===== src/rtl/data_mem_arbiter.sv =====
// Owns the single data-memory port: round-robin arbitration between the CPU MEM stage
// and the debug unit, store lane/byte-enable generation, load alignment and fault detection.
module data_mem_arbiter #(
  parameter int DATA_WIDTH = 32,
  parameter int ADDR_WIDTH = 10
) (
  input  logic                  i_clk,
  input  logic                  i_rst_n,
  input  logic                  i_cpu_req,
  input  logic                  i_cpu_we,
  input  logic [ADDR_WIDTH-1:0] i_cpu_addr,
  input  logic [DATA_WIDTH-1:0] i_cpu_wdata,
  input  logic [2:0]            i_cpu_func3,
  output logic                  o_cpu_gnt,
  output logic                  o_cpu_fault,
  output logic                  o_cpu_rvalid,
  output logic [DATA_WIDTH-1:0] o_cpu_rdata,
  input  logic                  i_dbg_req,
  input  logic                  i_dbg_we,
  input  logic                  i_dbg_lock,
  input  logic [ADDR_WIDTH-1:0] i_dbg_addr,
  input  logic [DATA_WIDTH-1:0] i_dbg_wdata,
  output logic                  o_dbg_gnt,
  output logic                  o_dbg_rvalid,
  output logic [DATA_WIDTH-1:0] o_dbg_rdata,
  output logic                  o_mem_en,
  output logic [3:0]            o_mem_be,
  output logic [ADDR_WIDTH-3:0] o_mem_addr,
  output logic [DATA_WIDTH-1:0] o_mem_wdata,
  input  logic [DATA_WIDTH-1:0] i_mem_rdata
);

  typedef enum logic [1:0] {IDLE, RD_CPU, RD_DBG} state_t;

  state_t     state_reg;
  logic       last_dbg_reg;
  logic [1:0] off_reg;
  logic       rd_fault_reg;

  logic cpu_cand, cpu_sel, dbg_sel;
  logic func_bad, misal, cpu_bad, cpu_ok;
  logic unused_dbg_addr_lsb;

  assign unused_dbg_addr_lsb = &{1'b0, i_dbg_addr[1:0]};

  // Debug wins a tie only when the CPU had the previous grant
  assign cpu_cand = i_cpu_req & ~i_dbg_lock;
  assign dbg_sel  = i_dbg_req & (~cpu_cand | ~last_dbg_reg);
  assign cpu_sel  = cpu_cand & ~dbg_sel;

  always_comb begin
    func_bad = 1'b0;
    misal    = 1'b0;
    if (i_cpu_we)
      func_bad = !(i_cpu_func3 inside {3'b000, 3'b001, 3'b010});
    else
      func_bad = i_cpu_func3 inside {3'b011, 3'b110, 3'b111};
    case (i_cpu_func3[1:0])
      2'b01:   misal = i_cpu_addr[0];
      2'b10:   misal = |i_cpu_addr[1:0];
      default: misal = 1'b0;
    endcase
  end

  assign cpu_bad = func_bad | misal;
  assign cpu_ok  = cpu_sel & ~cpu_bad;

  assign o_cpu_gnt   = cpu_sel;
  assign o_dbg_gnt   = dbg_sel;
  assign o_cpu_fault = cpu_sel & cpu_bad;

  always_comb begin
    o_mem_en    = 1'b0;
    o_mem_be    = 4'b0000;
    o_mem_addr  = i_cpu_addr[ADDR_WIDTH-1:2];
    o_mem_wdata = i_cpu_wdata;
    if (dbg_sel) begin
      o_mem_en    = 1'b1;
      o_mem_addr  = i_dbg_addr[ADDR_WIDTH-1:2];
      o_mem_wdata = i_dbg_wdata;
      o_mem_be    = i_dbg_we ? 4'b1111 : 4'b0000;
    end else if (cpu_ok) begin
      o_mem_en = 1'b1;
      if (i_cpu_we) begin
        case (i_cpu_func3[1:0])
          2'b00: begin
            o_mem_be    = 4'b0001 << i_cpu_addr[1:0];
            o_mem_wdata = {4{i_cpu_wdata[7:0]}};
          end
          2'b01: begin
            o_mem_be    = 4'b0011 << i_cpu_addr[1:0];
            o_mem_wdata = {2{i_cpu_wdata[15:0]}};
          end
          default: o_mem_be = 4'b1111;
        endcase
      end
    end
  end

  // A read grant in the response cycle re-arms the FSM, giving full-rate reads
  always_ff @(posedge i_clk or negedge i_rst_n) begin
    if (!i_rst_n) begin
      state_reg    <= IDLE;
      last_dbg_reg <= 1'b1;
      off_reg      <= 2'b00;
      rd_fault_reg <= 1'b0;
    end else begin
      if (dbg_sel || cpu_sel)
        last_dbg_reg <= dbg_sel;
      if (dbg_sel && !i_dbg_we) begin
        state_reg <= RD_DBG;
      end else if (cpu_sel && !i_cpu_we) begin
        state_reg    <= RD_CPU;
        off_reg      <= i_cpu_addr[1:0];
        rd_fault_reg <= cpu_bad;
      end else begin
        state_reg <= IDLE;
      end
    end
  end

  assign o_cpu_rvalid = (state_reg == RD_CPU);
  assign o_dbg_rvalid = (state_reg == RD_DBG);
  assign o_cpu_rdata  = (o_cpu_rvalid && !rd_fault_reg) ? (i_mem_rdata >> {off_reg, 3'b000})
                                                        : '0;
  assign o_dbg_rdata  = i_mem_rdata;

endmodule


===== config.mk =====
export PLATFORM = sky130hd
export DESIGN_NAME = data_mem_arbiter
export DESIGN_NICKNAME = d
export VERILOG_FILES = /design/src/rtl/data_mem_arbiter.sv
export SDC_FILE = /design/constraint.sdc
export NUM_CORES = 1
export LEC_CHECK = 0
export CAP_MARGIN = 20
export CORE_AREA = 2 2 93 95
export CTS_CLUSTER_DIAMETER = 50
export DETAILED_ROUTE_END_ITERATION = 8
export DIE_AREA = 0 0 95 97
export PLACE_DENSITY = 0.76
export SYNTH_ARGS = -nofsm -noshare
export SYNTH_HDL_FRONTEND = slang
export SYNTH_SLANG_ARGS = --single-unit
export TNS_END_PERCENT = 20

===== constraint.sdc =====
create_clock -name i_clk -period 4.7 [get_ports i_clk]
set_input_delay 0.47 -clock i_clk [delete_from_list [all_inputs] [get_ports i_clk]]
set_output_delay 0.47 -clock i_clk [all_outputs]
set_load 0.01 [all_outputs]

==> impl_metrics.toml <==
[sta]
slew_violations = 0
rsz0062_at_grt = "no"
relSlewSlack_pct = 26.6
fin_skew_ns = 0.00306
finalCritPeriodShare_pct = 83.5
fmax_ghz = 0.255
setup_violations = 0
hold_viol = 0
setup_tns_ns = 0
worst_pin_slew_ns = 1.10
period_needed_ns = 3.92

[synthesis]
async_reset_ff_share_pct = 100
synthTopCellsByCount = "nand2_1 (72), buf_4 (32), nor2_1 (31)"
synth_nets = 444
synth-edff-count = 0
postSynthAreaPerCell_um2 = 6.48
ys_seq_area_share_pct = 7.44
synthCells = 314
synth.area.top_cells = "nand2_1 (13%), buf_4 (12%), mux2i_1 (7.9%)"
yosysTopAreaCell = "nand2_1"
ys.warnings.count = 0
synth_ff_type = "dfrtp_1"
synth_most_common_cell = "nand2_1"
yosysTopAreaCellShare_pct = 13.3
netlist_area_mm2 = 0.00203
synth-seq-cells = 6
synth_cell_types = 43

[flow_run]
drv_cap = 0

[die]
num_io_pins = 240
start_util_pct = 25.0
rows = 33
die_x_um = 95
die_area_mm2 = 0.00922
core_area_mm2 = 0.00813
dieHeight_um = 97

[layout]
area_growth_pct = 110
drive_above_1_share_pct = 4.74
stdcell_area_mm2 = 0.00428
final_util_pct = 52.6
fillCellCount = 787
final_nets = 637
antenna_cells = 0

[status]
status = "complete, no violations"

[worst_setup_path]
ff2ff_setup_slack_ns = 3.07
crit_start = "i_cpu_func3[1]"
path_class = "input port to output port"
crit_path_start_kind = "input port"
arrival_ns = 3.45
r2r_start = "last_dbg_reg"
required_ns = 4.23
r2r-end = "off_reg[1]"
crit_path_end_kind = "output port"
reg2regPathDepth = 3
crit_fanout = 14

[routing]
wl_per_cell_um = 17.2
drt_iter0_markers = 76
drt-total-wl_um = 10500
viasPerCell = 5.05
drc = 0
vias = 3088
ant_nets = 0
dr.pass1.iters = 4

[power_and_ir_drop]
total_leakage_power_uw = 0.00166
ir_drop_uv = 123
p_per_area_mw_per_mm2 = 153

[min_path]
min_path_type = "input port to asynchronous set/reset pin"

[placed_design]
placed_cell_area_mm2 = 0.00424
dp_hpwl_um = 8950
gp_congestion = 0.832
port_buffers = 237

[global_routing]
track_usage_pct = 21.6
overflow = 0
grt_max_degree = 29
antenna_found_initial = 0
grt_pass1_wl_um = 15800
grt_pass1_vias = 3140

[clock_tree]
numClockSinks = 6
clk_pin_slew_ns = 0.04
cts_buffers = 3
hold_buffers = 0
cts_tree = "built"
postCtsSetupRepairBufs = 0
cts.repair.resized = 0
root_buffer = "clkbuf_8"
cts_htree_levels = 1
cts_buffer_depth = 2
clkLatencyLatePin_ns = 0.22
[per-stage QoR]
stage | instances | worst slack [ns] | total power, uW | hold slack, ns
2_1_floorplan | 314 | 2.35 | 312 | 0.174
3_3_place_gp | 607 | 0.862 | 564 | 0.504
3_5_place_dp | 607 | 0.794 | 571 | 0.515
4_1_cts | 611 | 0.785 | 656 | 0.492
5_1_grt | 611 | 0.583 | 698 | 0.514
6_report | 611 | 0.775 | 653 | 0.489
[final cells by class]
| type | instances | area (um^2) | area share (%) |
|---|---|---|---|
| tap | 105 | 131 | 3.07 |
| sequential | 6 | 151 | 3.54 |
| multi-input combinational | 251 | 1530 | 35.8 |
| inverter | 3 | 11.3 | 0.263 |
| timing repair buffer | 242 | 2410 | 56.3 |
| clock buffer | 4 | 45.0 | 1.05 |
[layout by cell type, fill, tap and decap left out, drive strengths merged, types with 4 or more instances in the layout]
cell type        n
ha               4
nand3            8
a22oi            8
nor2b           13
o211ai          10
nor3            12
nand2           72
clkdlybuf4s50  237
clkbuf           4
dfrtp            5
a21oi           12
and2             9
a211oi          17
mux2i           16
nor2            33
a221o           14
buf              5
[layer usage]
metal  global-route usage [%]  wire, um
met1                     20.2      3490
met2                     43.2      5680
met3                     6.00      1000
met4                     6.80       325
met5                        0         0
[worst max-delay path, cell delays in order]
cell	delay, ns
clkdlybuf4s50_1	0.51
inv_1	0.07
ha_1	0.39
nor2_2	0.46
nor4_4	0.05
buf_4	0.18
a21oi_2	0.49
a221o_1	0.25
clkdlybuf4s50_1	0.57
[cells by family after synthesis]
group	after synthesis	share of synthesized area, %
adder cells (fa/ha/maj)	4	2.46
AO/OA/AOI/OAI	72	27.0
multiplexers	18	8.98
buffers and inverters	57	17.3
AND/OR/NAND/NOR	157	36.8
flip-flops	6	7.44
[power by group]
part | switching, uW | internal (uW)
sequential | 37.3 | 59.6
combinational | 196 | 278
clock | 23.8 | 58.5
[worst max path at each step]
| stage | to | slack [ns] | depth (start not counted) |
|---|---|---|---|
| floorplan | o_mem_wdata[11] | 2.35 | 8 |
| global placement | o_mem_wdata[13] | 0.86 | 9 |
| detailed placement | o_mem_wdata[13] | 0.79 | 9 |
| CTS | o_mem_wdata[13] | 0.78 | 9 |
| global route | o_mem_wdata[13] | 0.58 | 9 |
| finish | o_mem_wdata[13] | 0.78 | 9 |
Note: power is estimated with default switching activity, not from simulation.
